--- src/rtl/stage_wb_if.sv ---
// Writeback-stage bus: memory-stage handshake, load-data return and register-file write port.
interface stage_wb_if #(
    parameter int XLEN = 32
);
    logic            mem_valid;
    logic            mem_ready;
    logic [4:0]      mem_rd;
    logic            mem_regwrite;
    logic [1:0]      mem_memtoreg;
    logic [2:0]      mem_funct3;
    logic [XLEN-1:0] mem_alu_result;
    logic [XLEN-1:0] mem_pc_plus4;
    logic [XLEN-1:0] mem_imm;
    logic            dmem_rvalid;
    logic [XLEN-1:0] dmem_rdata;
    logic [4:0]      wb_rd;
    logic [XLEN-1:0] wb_wd;
    logic            wb_regwrite;
    logic            wb_done;
    logic            wb_err;

    modport master (
        output mem_valid, mem_rd, mem_regwrite, mem_memtoreg, mem_funct3,
               mem_alu_result, mem_pc_plus4, mem_imm, dmem_rvalid, dmem_rdata,
        input  mem_ready, wb_rd, wb_wd, wb_regwrite, wb_done, wb_err
    );

    modport slave (
        input  mem_valid, mem_rd, mem_regwrite, mem_memtoreg, mem_funct3,
               mem_alu_result, mem_pc_plus4, mem_imm, dmem_rvalid, dmem_rdata,
        output mem_ready, wb_rd, wb_wd, wb_regwrite, wb_done, wb_err
    );
endinterface

--- src/rtl/stage_wb.sv ---
// RV32I writeback stage: result select, load extraction, one-cycle register-file commit.
// Optional load-wait timeout enabled by defining WB_LOAD_TIMEOUT_EN.
//
// state     | meaning
// ----------+----------------------------------------------
// IDLE      | ready for the next retired result
// WAIT_LOAD | result captured, waiting for dmem_rvalid
// COMMIT    | single-cycle register write / done pulse
module stage_wb #(
    parameter int XLEN           = 32,
    parameter int TIMEOUT_CYCLES = 16
) (
    input logic       clk,
    input logic       rst,
    stage_wb_if.slave bus
);
    localparam logic [1:0] S_IDLE      = 2'd0;
    localparam logic [1:0] S_WAIT_LOAD = 2'd1;
    localparam logic [1:0] S_COMMIT    = 2'd2;

    logic [1:0]      r_state;
    logic [4:0]      r_rd;
    logic            r_regwrite;
    logic [2:0]      r_funct3;
    logic [1:0]      r_off;
    logic [4:0]      r_wb_rd;
    logic [XLEN-1:0] r_wb_wd;
    logic [XLEN-1:0] w_sel;
    logic [XLEN-1:0] w_load;
    logic [7:0]      w_byte;
    logic [15:0]     w_half;

    always_comb begin
        w_sel = bus.mem_alu_result;
        case (bus.mem_memtoreg)
            2'b10:   w_sel = bus.mem_pc_plus4;
            2'b11:   w_sel = bus.mem_imm;
            default: w_sel = bus.mem_alu_result;
        endcase
    end

    // Extraction works on the captured offset/funct3; the data word arrives later.
    always_comb begin
        w_byte = 8'h00;
        case (r_off)
            2'd0:    w_byte = bus.dmem_rdata[7:0];
            2'd1:    w_byte = bus.dmem_rdata[15:8];
            2'd2:    w_byte = bus.dmem_rdata[23:16];
            default: w_byte = bus.dmem_rdata[31:24];
        endcase
        w_half = r_off[1] ? bus.dmem_rdata[31:16] : bus.dmem_rdata[15:0];
        w_load = '0;
        case (r_funct3)
            3'b000:  w_load = {{(XLEN-8){w_byte[7]}}, w_byte};
            3'b001:  w_load = {{(XLEN-16){w_half[15]}}, w_half};
            3'b010:  w_load = bus.dmem_rdata;
            3'b100:  w_load = {{(XLEN-8){1'b0}}, w_byte};
            3'b101:  w_load = {{(XLEN-16){1'b0}}, w_half};
            default: w_load = '0;
        endcase
    end

`ifdef WB_LOAD_TIMEOUT_EN
    localparam int CNT_W = $clog2(TIMEOUT_CYCLES + 1);
    logic [CNT_W-1:0] r_cnt;
    logic             r_err;
`endif

    always_ff @(posedge clk or negedge rst) begin
        if (!rst) begin
            r_state    <= S_IDLE;
            r_rd       <= '0;
            r_regwrite <= 1'b0;
            r_funct3   <= '0;
            r_off      <= '0;
            r_wb_rd    <= '0;
            r_wb_wd    <= '0;
`ifdef WB_LOAD_TIMEOUT_EN
            r_cnt      <= '0;
            r_err      <= 1'b0;
`endif
        end else begin
`ifdef WB_LOAD_TIMEOUT_EN
            r_err <= 1'b0;
`endif
            case (r_state)
                S_IDLE: begin
                    if (bus.mem_valid) begin
                        r_rd       <= bus.mem_rd;
                        r_regwrite <= bus.mem_regwrite;
                        r_funct3   <= bus.mem_funct3;
                        r_off      <= bus.mem_alu_result[1:0];
                        if (bus.mem_memtoreg == 2'b01) begin
                            r_state <= S_WAIT_LOAD;
`ifdef WB_LOAD_TIMEOUT_EN
                            r_cnt   <= '0;
`endif
                        end else begin
                            r_wb_wd <= w_sel;
                            r_wb_rd <= bus.mem_rd;
                            r_state <= S_COMMIT;
                        end
                    end
                end
                S_WAIT_LOAD: begin
                    if (bus.dmem_rvalid) begin
                        r_wb_wd <= w_load;
                        r_wb_rd <= r_rd;
                        r_state <= S_COMMIT;
                    end
`ifdef WB_LOAD_TIMEOUT_EN
                    else if (r_cnt == CNT_W'(TIMEOUT_CYCLES - 1)) begin
                        r_err   <= 1'b1;
                        r_state <= S_IDLE;
                    end else begin
                        r_cnt <= r_cnt + 1'b1;
                    end
`endif
                end
                S_COMMIT: r_state <= S_IDLE;
                default:  r_state <= S_IDLE;
            endcase
        end
    end

    assign bus.mem_ready   = (r_state == S_IDLE);
    assign bus.wb_done     = (r_state == S_COMMIT);
    assign bus.wb_regwrite = (r_state == S_COMMIT) && r_regwrite && (r_rd != 5'd0);
    assign bus.wb_rd       = r_wb_rd;
    assign bus.wb_wd       = r_wb_wd;
`ifdef WB_LOAD_TIMEOUT_EN
    assign bus.wb_err      = r_err;
`else
    assign bus.wb_err      = 1'b0;
`endif
endmodule

--- src/flat_wrapper.sv ---
// flat-port wrapper written by rule: the top's interface ports become plain ports
module stage_wb_flat 
#(
    parameter int XLEN           = 32,
    parameter int TIMEOUT_CYCLES = 16
)
  (clk, rst, bus_mem_valid, bus_mem_rd, bus_mem_regwrite, bus_mem_memtoreg, bus_mem_funct3, bus_mem_alu_result, bus_mem_pc_plus4, bus_mem_imm, bus_dmem_rvalid, bus_dmem_rdata, bus_mem_ready, bus_wb_rd, bus_wb_wd, bus_wb_regwrite, bus_wb_done, bus_wb_err);
  stage_wb_if #(.XLEN(XLEN)) bus_i ();
  input logic clk;
  input logic rst;
  input wire logic [$bits(bus_i.mem_valid)-1:0] bus_mem_valid;
  input wire logic [$bits(bus_i.mem_rd)-1:0] bus_mem_rd;
  input wire logic [$bits(bus_i.mem_regwrite)-1:0] bus_mem_regwrite;
  input wire logic [$bits(bus_i.mem_memtoreg)-1:0] bus_mem_memtoreg;
  input wire logic [$bits(bus_i.mem_funct3)-1:0] bus_mem_funct3;
  input wire logic [$bits(bus_i.mem_alu_result)-1:0] bus_mem_alu_result;
  input wire logic [$bits(bus_i.mem_pc_plus4)-1:0] bus_mem_pc_plus4;
  input wire logic [$bits(bus_i.mem_imm)-1:0] bus_mem_imm;
  input wire logic [$bits(bus_i.dmem_rvalid)-1:0] bus_dmem_rvalid;
  input wire logic [$bits(bus_i.dmem_rdata)-1:0] bus_dmem_rdata;
  output wire logic [$bits(bus_i.mem_ready)-1:0] bus_mem_ready;
  output wire logic [$bits(bus_i.wb_rd)-1:0] bus_wb_rd;
  output wire logic [$bits(bus_i.wb_wd)-1:0] bus_wb_wd;
  output wire logic [$bits(bus_i.wb_regwrite)-1:0] bus_wb_regwrite;
  output wire logic [$bits(bus_i.wb_done)-1:0] bus_wb_done;
  output wire logic [$bits(bus_i.wb_err)-1:0] bus_wb_err;
  assign bus_i.mem_valid = bus_mem_valid;
  assign bus_i.mem_rd = bus_mem_rd;
  assign bus_i.mem_regwrite = bus_mem_regwrite;
  assign bus_i.mem_memtoreg = bus_mem_memtoreg;
  assign bus_i.mem_funct3 = bus_mem_funct3;
  assign bus_i.mem_alu_result = bus_mem_alu_result;
  assign bus_i.mem_pc_plus4 = bus_mem_pc_plus4;
  assign bus_i.mem_imm = bus_mem_imm;
  assign bus_i.dmem_rvalid = bus_dmem_rvalid;
  assign bus_i.dmem_rdata = bus_dmem_rdata;
  assign bus_mem_ready = bus_i.mem_ready;
  assign bus_wb_rd = bus_i.wb_rd;
  assign bus_wb_wd = bus_i.wb_wd;
  assign bus_wb_regwrite = bus_i.wb_regwrite;
  assign bus_wb_done = bus_i.wb_done;
  assign bus_wb_err = bus_i.wb_err;
  stage_wb #(.XLEN(XLEN), .TIMEOUT_CYCLES(TIMEOUT_CYCLES)) u_core (.clk(clk), .rst(rst), .bus(bus_i));
endmodule
--- config.mk ---
export PLATFORM = sky130hd
export DESIGN_NAME = stage_wb_flat
export DESIGN_NICKNAME = d
export VERILOG_FILES = /design/src/rtl/stage_wb_if.sv /design/src/rtl/stage_wb.sv /design/src/flat_wrapper.sv
export SDC_FILE = /design/constraint.sdc
export NUM_CORES = 1
export LEC_CHECK = 0
export ABC_CLOCK_PERIOD_IN_PS = 1860
export CAP_MARGIN = 20
export CORE_UTILIZATION = 36
export CTS_CLUSTER_DIAMETER = 50
export DETAILED_ROUTE_END_ITERATION = 16
export PLACE_DENSITY = 0.89
export SLEW_MARGIN = 20
export SYNTH_ARGS = -nofsm -noshare
export SYNTH_HDL_FRONTEND = slang
export SYNTH_SLANG_ARGS = --single-unit
--- constraint.sdc ---
create_clock -name clk -period 1.86 [get_ports clk]
set_input_delay 0.465 -clock clk [delete_from_list [all_inputs] [get_ports clk]]
set_output_delay 0.465 -clock clk [all_outputs]
set_load 0.005 [all_outputs]
; After elaboration in Yosys (flattened, before gate mapping)
; Cells that the tools add are included.
[word_totals]
reg_bits = 50
input_bits = 143
output_inout_bits = 41
wordCells = 47
[classes]
n_eq_ne = 14
n_mux = 16
n_reduce_logical = 10
[ops]
columns = operator, n
row1 = $pmux W32 S5, 1
row2 = $pmux W32 S2, 2
row3 = $mux W32, 3
row4 = $pmux W8 S3, 1
row5 = $mux W16, 1
row6 = $mux W5, 3
row7 = $pmux W5 S2, 1
row8 = $eq A2 B2 Y1 const B, 4
row9 = $eq A2 B1 Y1 const B, 3
row10 = $eq A3 B3 Y1 const B, 2
row11 = $mux W2, 3
row12 = $ne A2 B2 Y1 const B, 3
row13 = $reduce_bool A5 Y1, 1
row14 = $logic_not A2 Y1, 2
row15 = $pmux W2 S2, 1
row16 = $reduce_and A2 Y1, 2
row17 = $reduce_and A4 Y1, 1
row18 = $eq A3 B1 Y1 const B, 1
row19 = $eq A3 B2 Y1 const B, 1
row20 = $logic_not A3 Y1, 1
row21 = $logic_and A1 B1 Y1, 2
row22 = $reduce_bool A2 Y1, 1

; Logic depth before layout (Yosys ltp)
; Gate-level depths: netlist of run 1.
[logic_depth]
word_depth = 5
ltp_mapped = 8
ltp_nobuf = 4

; Least setup slack after synthesis of run 1
; OpenSTA, ideal clock, no wires.
[synth_timing]
kind = input port to flip-flop
startpoint = in bus_mem_valid
endpoint = reg u_core.r_wb_wd[16], in the netlist u_core.bus.wb_wd[16]
setup_ns = 0.134
arrival_time_ns = 1.664
required_ns = 1.726
path_slack_ns = 0.062
stages = 7
path_buffers = 3
cell_sequence = or3b_1 > buf_2 > o21a_1 > buf_6 > buf_6 > a221oi_1 > nand2_1
[synth_via]
elab_chain_len = 2
[synth_lines]
columns = item, line_no
row1 = from (decl), flat_wrapper.sv:11  ; input wire logic [$bits(bus_i.mem_valid)-1:0] bus_mem_valid;
row2 = $ne A2 B2 Y1 (no source line), -
row3 = $reduce_and A4 Y1 (no source line), -
row4 = to (signal assigned), stage_wb.sv:99  ; r_wb_wd <= w_sel;
row5 = to (signal assigned), stage_wb.sv:107  ; r_wb_wd <= w_load;
row6 = to (decl), stage_wb.sv:27  ; logic [XLEN-1:0] r_wb_wd;
; No other way between the ends.
; A chain may end at the register's enable or synchronous reset.

; Worst setup path after layout of run 1
[layout_timing]
startpoint = reg u_core.r_state[0]
endpoint = reg u_core.r_wb_wd[18], in the netlist u_core.bus.wb_wd[18]
[layout_via]
elab_chain_len = 3
elab_cells_between_ends = 8
classes_between = 4 x eq/ne / 1 x mux / 3 x reduce/logical
[layout_lines]
columns = item, line_no
row1 = from (decl), stage_wb.sv:21  ; logic [1:0] r_state;
row2 = from (signal assigned), stage_wb.sv:71  ; r_state <= S_IDLE;
row3 = from (signal assigned), stage_wb.sv:94  ; r_state <= S_WAIT_LOAD;
row4 = from (signal assigned), stage_wb.sv:101  ; r_state <= S_COMMIT;
row5 = $eq A2 B1 Y1 or $logic_not A2 Y1 (tied branches), stage_wb.sv:86  ; case (r_state)
row6 = $ne A2 B2 Y1 (no source line) or $reduce_bool A2 Y1 (tied branches), -
row7 = $reduce_and A4 Y1 (no source line), -
; Several ways; a longest one is shown, not always the timed one.

==> results.sh, run 1 <==
export IMPL_status="complete, but fails checks"
export IMPL_violations="negative setup slack"
export IMPL_viasPerCell=5.690
export IMPL_finalHoldViolations=0
export IMPL_place_congestion=0.9032
export IMPL_nets=728
export IMPL_insertion_delay_ns=0.31
export IMPL_rsz0062_at_grt="yes"
export IMPL_clock_fmax_mhz=536.2
export IMPL_cp_required_ns=2.07
export IMPL_cts_root_buf="clkbuf_8"
export IMPL_holdWs_ns=0.1245
export IMPL_cp_arrival_ns=2.07
export IMPL_report_final_slew_viol_count=0
export IMPL_final_cells=694
export IMPL_drcViolationCount=0
export IMPL_numPortBuffers=182
export IMPL_cts_tree="yes"
export IMPL_die_y_um=98.89
export IMPL_hold_class="in2async"
export IMPL_syn_area_um2=3379
export IMPL_diodes=0
export IMPL_dieArea_um2=9779
export IMPL_area_growth_pct=83.56
export IMPL_end_kind="flip-flop"
export IMPL_chipWidth_um=98.89
export IMPL_slew_headroom_pct=54.95
export IMPL_ff_latch_area_um2=1252
export IMPL_grt_max_degree=51
export IMPL_finalCritPeriodShare_pct=100.3
export IMPL_yosysWarnings=0
export IMPL_grt_use_total_pct=26.79
export IMPL_regToRegStartpoint="u_core.r_state[0]"
export IMPL_first_pass_iters=5
export IMPL_syn_inst=372
export IMPL_cts_num_sinks=50
export IMPL_setup_viol=1
export IMPL_syn_num_nets=515
export IMPL_num_vias=3949
export IMPL_clk_pin_slew_ns=0.10
export IMPL_cts_buffer_depth=2
export IMPL_yosysUniqueCellTypes=42
export IMPL_pin_count=184
export IMPL_cap_violations=0
export IMPL_rows=34
export IMPL_skew_ns=0.01569
export IMPL_dr_first_iter_drc_count=112
export IMPL_grt_pass1_vias=4203
export IMPL_period_needed_ns=1.865
export IMPL_path_class="reg2reg"
export IMPL_path_max_fanout=12
export IMPL_layout_drive_gt1_share_pct=24.91
export IMPL_grt_ovfl_total=0
export IMPL_multi_input_area_um2=2305
export IMPL_worstMarginPinSlew_ns=0.6743
export IMPL_regToRegSetupSlack_ns=-0.005
export IMPL_htree_levels=2
export IMPL_ys_seq_area_share_pct=37.02
export IMPL_r2r_end="u_core.bus.wb_wd[18]"
export IMPL_cts_buffers=5
export IMPL_worst_slack_ns=-0.005053
export IMPL_ff2ff_path_depth=6
export IMPL_wl_per_cell_um=19.44
export IMPL_antenna_found_initial=0
export IMPL_leakage_nw=2.597
export IMPL_ir_worst_vdd_v=0.0004607
export IMPL_wl_um=13490
export IMPL_core_um2=8891
export IMPL_grt_first_pass_wirelength_um=20530
export IMPL_p_per_area_nw_per_um2=786.9
export IMPL_fill_cells=668
export IMPL_dpl_cell_count=673
export IMPL_hpwl_um=9955
export IMPL_ant_nets=0
export IMPL_postSynthAreaPerCell_um2=9.085
export IMPL_ys_seq_elements=50
export IMPL_critPathLaunchType="flip-flop"
export IMPL_start_util_pct=38.01
[placed cells by master, fill, tap and decap left out, drive strengths merged, types with 14 or more instances in the layout]
| cell | instances |
|---|---|
| buf | 63 |
| clkdlybuf4s50 | 175 |
| nor2 | 31 |
| mux2 | 14 |
| a2111oi | 16 |
| dfrtp | 50 |
| a22oi | 14 |
| o211ai | 15 |
| a221oi | 23 |
| nand2 | 69 |
| mux2i | 40 |
[sequential cells by signal (all words and copies together) (netlist names)]
name               cells
u_core.r_regwrite      1
u_core.r_off           2
u_core.r_state         2
u_core.r_rd            5
u_core.bus.wb_rd       5
u_core.r_funct3        3
u_core.bus.wb_wd      32
[report_power, final]
part / switching, W / total, W / internal [W]
clock network: 0.000386 / 0.000789 / 0.000404
registers: 0.000265 / 0.00166 / 0.00139
logic: 0.000979 / 0.00244 / 0.00146
[timing repair]
action / CTS / global route
setup buffers: 7 / 3
endpoints found under the setup margin: 38 / 36
gates resized for setup: 65 / 34
hold buffers: 0 / 0
gates cloned: 2 / 1
pin swaps: 4 / 4
[routing by layer]
metal / share of wire, % / global-route usage (%) / vias to the layer above
met1: 39 / 30.81 / 1884
met2: 50 / 48.04 / 174
met3: 6.6 / 5.745 / 49
met5: 0 / 0 / -
met4: 4.3 / 11.25 / 0
li1: - / - / 1842
[final cells by class]
class                      instances  area share [%]
tap                              108           2.178
clock inverter                     3          0.7059
sequential                        50           20.19
timing repair buffer             243           38.48
inverter                           3          0.1815
clock buffer                       5           1.109
multi-input combinational        282           37.15
[cells in the mapped netlist, drive strengths merged]
| library cell | n | area, µm² |
|---|---|---|
| o21ai | 8 | 40.04 |
| mux2i | 40 | 400.4 |
| a32o | 1 | 10.01 |
| nand3 | 2 | 10.01 |
| nor3 | 3 | 15.01 |
| nand2b | 2 | 12.51 |
| a221oi | 23 | 214.0 |
| a311oi | 1 | 8.760 |
| or4b | 1 | 10.01 |
| or4 | 1 | 7.510 |
| a22oi | 14 | 105.1 |
| conb | 1 | 3.750 |
| buf | 14 | 92.58 |
| or3 | 1 | 6.260 |
| a211o | 9 | 78.83 |
| nor2 | 31 | 116.4 |
| a211oi | 1 | 7.510 |
| o21a | 1 | 7.510 |
| or3b | 2 | 17.52 |
| o221ai | 9 | 78.83 |
| nand2 | 69 | 259.0 |
| nor2b | 6 | 37.54 |
| a2111oi | 16 | 140.1 |
| o22ai | 2 | 18.77 |
| a32oi | 1 | 8.760 |
| and2 | 1 | 6.260 |
| inv | 3 | 11.26 |
| nand3b | 2 | 15.01 |
| mux2 | 14 | 157.7 |
| dfrtp | 50 | 1251 |
| o211ai | 15 | 112.6 |
| a21oi | 2 | 10.01 |
| o21bai | 1 | 7.510 |
| nor3b | 1 | 7.510 |
| clkbuf | 23 | 86.33 |
| a21o | 1 | 7.510 |
[critical path, cell delays in order (launching register included)]
cell,delay (ns)
dfrtp_1,0.42
buf_6,0.13
or3b_4,0.40
o21a_4,0.27
buf_12,0.16
a221oi_4,0.28
nand2_1,0.08
[cells by family (layout without fill, tap and decap cells)]
logic type,count (synthesis),after routing,synth area share [%]
DFF,50,50,37.02
and+or+nand+nor,122,122,15.40
other,1,1,0.1110
AOI/OAI and AO/OA,105,105,25.32
muxes,54,54,16.51
buffers and inverters,40,254,5.627
[metrics by stage]
step,util (%),TNS [ns],power [W],area (µm²),setup WS (ns)
after floorplan,-,0,0.002480,3379,0.06216
after global placement,62.47,-14.98,0.003668,5554,-0.5170
after detailed placement,62.47,-17.88,0.003727,5554,-0.6380
after CTS,67.83,-0.07666,0.004751,6031,-0.01443
after global routing,69.77,-0.1965,0.005136,6203,-0.04561
final,69.77,-0.005053,0.004881,6203,-0.005053
[how the worst max path moves through the flow]
| stage | start | end | slack (ns) | cells past startpoint |
|---|---|---|---|---|
| after floorplan | bus_mem_valid | u_core.bus.wb_wd[16] | 0.06 | 7 |
| after global placement | bus_mem_valid | u_core.bus.wb_wd[18] | -0.52 | 6 |
| after detailed placement | bus_dmem_rvalid | u_core.bus.wb_wd[17] | -0.64 | 5 |
| after CTS | u_core.r_state[0] | u_core.bus.wb_wd[12] | -0.01 | 6 |
| after global routing | u_core.r_state[0] | u_core.bus.wb_wd[18] | -0.05 | 6 |
| final | u_core.r_state[0] | u_core.bus.wb_wd[18] | -0.005 | 6 |
Power figures use the tool's default switching activity.
==> inputs of run 2 (changes only) <==
- GPL_TIMING_DRIVEN: unset -> 0
==> results.sh, run 2 (synthesized netlist as in run 1, its figures left out) <==
export IMPL_status="complete, but fails checks"
export IMPL_violations="negative setup slack"
export IMPL_worst_slack_ns=-0.03586
export IMPL_num_vias=3975
export IMPL_cp_slowest_cell="clkdlybuf4s50_1"
export IMPL_pin_count=184
export IMPL_path_max_fanout=10
export IMPL_layout_drive_gt1_share_pct=25.00
export IMPL_grt_max_degree=27
export IMPL_report_final_slew_viol_count=0
export IMPL_skew_ns=0.009093
export IMPL_setup_viol=13
export IMPL_end_kind="flip-flop"
export IMPL_dieArea_um2=9779
export IMPL_cpPeakStageDelay_ns=0.52
export IMPL_met2_length_um=7116
export IMPL_grt_use_total_pct=27.21
export IMPL_grt_first_pass_wirelength_um=20740
export IMPL_rsz0062_at_grt="yes"
export IMPL_antenna_found_initial=0
export IMPL_core_um2=8891
export IMPL_fill_cells=656
export IMPL_insertion_delay_ns=0.31
export IMPL_numPortBuffers=181
export IMPL_p_per_area_nw_per_um2=804.5
export IMPL_cts_buffer_depth=2
export IMPL_cp_arrival_ns=2.15
export IMPL_grt_pass1_vias=4137
export IMPL_dr_first_iter_drc_count=221
export IMPL_htree_levels=2
export IMPL_clock_fmax_mhz=527.5
export IMPL_wl_um=13960
export IMPL_finalHoldViolations=0
export IMPL_cts_root_buf="clkbuf_8"
export IMPL_cts_hold_buf=0
export IMPL_highest_layer="met4"
export IMPL_diodes=0
export IMPL_first_pass_iters=5
export IMPL_largest_register_ffs=32
export IMPL_start_util_pct=38.01
export IMPL_hpwl_um=10240
export IMPL_slew_headroom_pct=54.36
export IMPL_fin_util_pct=70.18
export IMPL_drcViolationCount=0
export IMPL_path_class="in2reg"
export IMPL_ir_worst_vdd_v=0.0005053
export IMPL_place_congestion=0.8755
export IMPL_critPathLaunchType="input pin"
export IMPL_final_cell_mix="176 x clkdlybuf4s50_1, 64 x nand2_1, 49 x dfrtp_1, 39 x mux2i_1, 29 x nor2_1"
export IMPL_grt_ovfl_total=0
export IMPL_ant_nets=0
export IMPL_die_y_um=98.89
export IMPL_cap_violations=0
export IMPL_cts_num_sinks=50
export IMPL_area_growth_pct=84.64
export IMPL_cts_buffers=5
export IMPL_wl_met3_um=1250
export IMPL_wl_per_cell_um=20.53
export IMPL_nets=714
export IMPL_wl_met1_um=5262
export IMPL_cts_tree="yes"
export IMPL_cp_required_ns=2.11
export IMPL_final_common_cell="clkdlybuf4s50_1"
export IMPL_leakage_nw=2.549
export IMPL_viasPerCell=5.846
export IMPL_clk_pin_slew_ns=0.10
export IMPL_finalCritPeriodShare_pct=101.9
export IMPL_dp_slack_ns=-0.8687
export IMPL_rows=34
export IMPL_period_needed_ns=1.896
export IMPL_worstMarginPinSlew_ns=0.6808
export IMPL_chipWidth_um=98.89
export IMPL_crit_chain="clkdlybuf4s50_1, nand3b_1, nor3_1, nand3_2, clkbuf_2, nand2_1"
export IMPL_hold_class="in2async"
[run 2: path summary, 6_finish.rpt]
kind,start,to,slack [ns],cells after the start
worst max-delay path,bus_dmem_rvalid,u_core.bus.wb_wd[17],-0.04,6
worst min-delay path,rst,u_core.r_rd[4],0.16,1
worst max register to register,u_core.r_state[1],u_core.bus.wb_wd[23],-0.02,7
worst min register to register,u_core.r_regwrite,u_core.r_regwrite,0.50,2
max in group asynchronous,rst,u_core.bus.wb_wd[1],1.15,2
min in group clk,u_core.r_regwrite,u_core.r_regwrite,0.50,2
[run 2: power breakdown]
| group | switching, W | internal [W] | total (W) |
|---|---|---|---|
| combinational | 0.00105 | 0.00150 | 0.00255 |
| sequential | 0.000275 | 0.00139 | 0.00167 |
| clock | 0.000397 | 0.000402 | 0.000799 |
[run 2: through the flow]
step | area, µm² | cells | total power (W) | hold WS, ns | TNS (ns)
3_3_place_gp | 5326 | 661 | 0.003566 | 0.4619 | -80.57
3_5_place_dp | 5341 | 662 | 0.003632 | 0.4766 | -26.88
2_1_floorplan | 3379 | 372 | 0.002480 | 0.1694 | 0
6_report | 6240 | 680 | 0.005020 | 0.1550 | -0.1530
4_1_cts | 5998 | 680 | 0.004818 | 0.1681 | -1.756
5_1_grt | 6240 | 680 | 0.005261 | 0.1955 | -1.794
[run 2: metal layers]
metal / vias up / global-route usage, %
met4: 0 / 8.496
met2: 223 / 49.81
li1: 1809 / -
met1: 1908 / 30.73
met5: - / 0
met3: 35 / 7.163
[run 2: critical path, delay by kind of cell]
family        cells  cell delay (ns)
buf+inv           2             0.79
simple gates      4             0.89
[run 2: cell type report]
cell class	instances	area (µm²)	share of cell area, %
multi-input combinational	282	2439	39.08
timing repair buffer	197	2041	32.71
sequential	50	1252	20.07
buffer	32	251.5	4.030
tap	108	135.1	2.166
clock buffer	6	72.57	1.163
clock inverter	2	37.54	0.6016
inverter	3	11.26	0.1805
[run 2: repair_timing]
item | 4_1_cts | 5_1_grt
gates cloned | 3 | 1
pin swaps | 24 | 9
resized for setup | 105 | 56
endpoints found under the setup margin | 41 | 36
setup buffers | 9 | 2
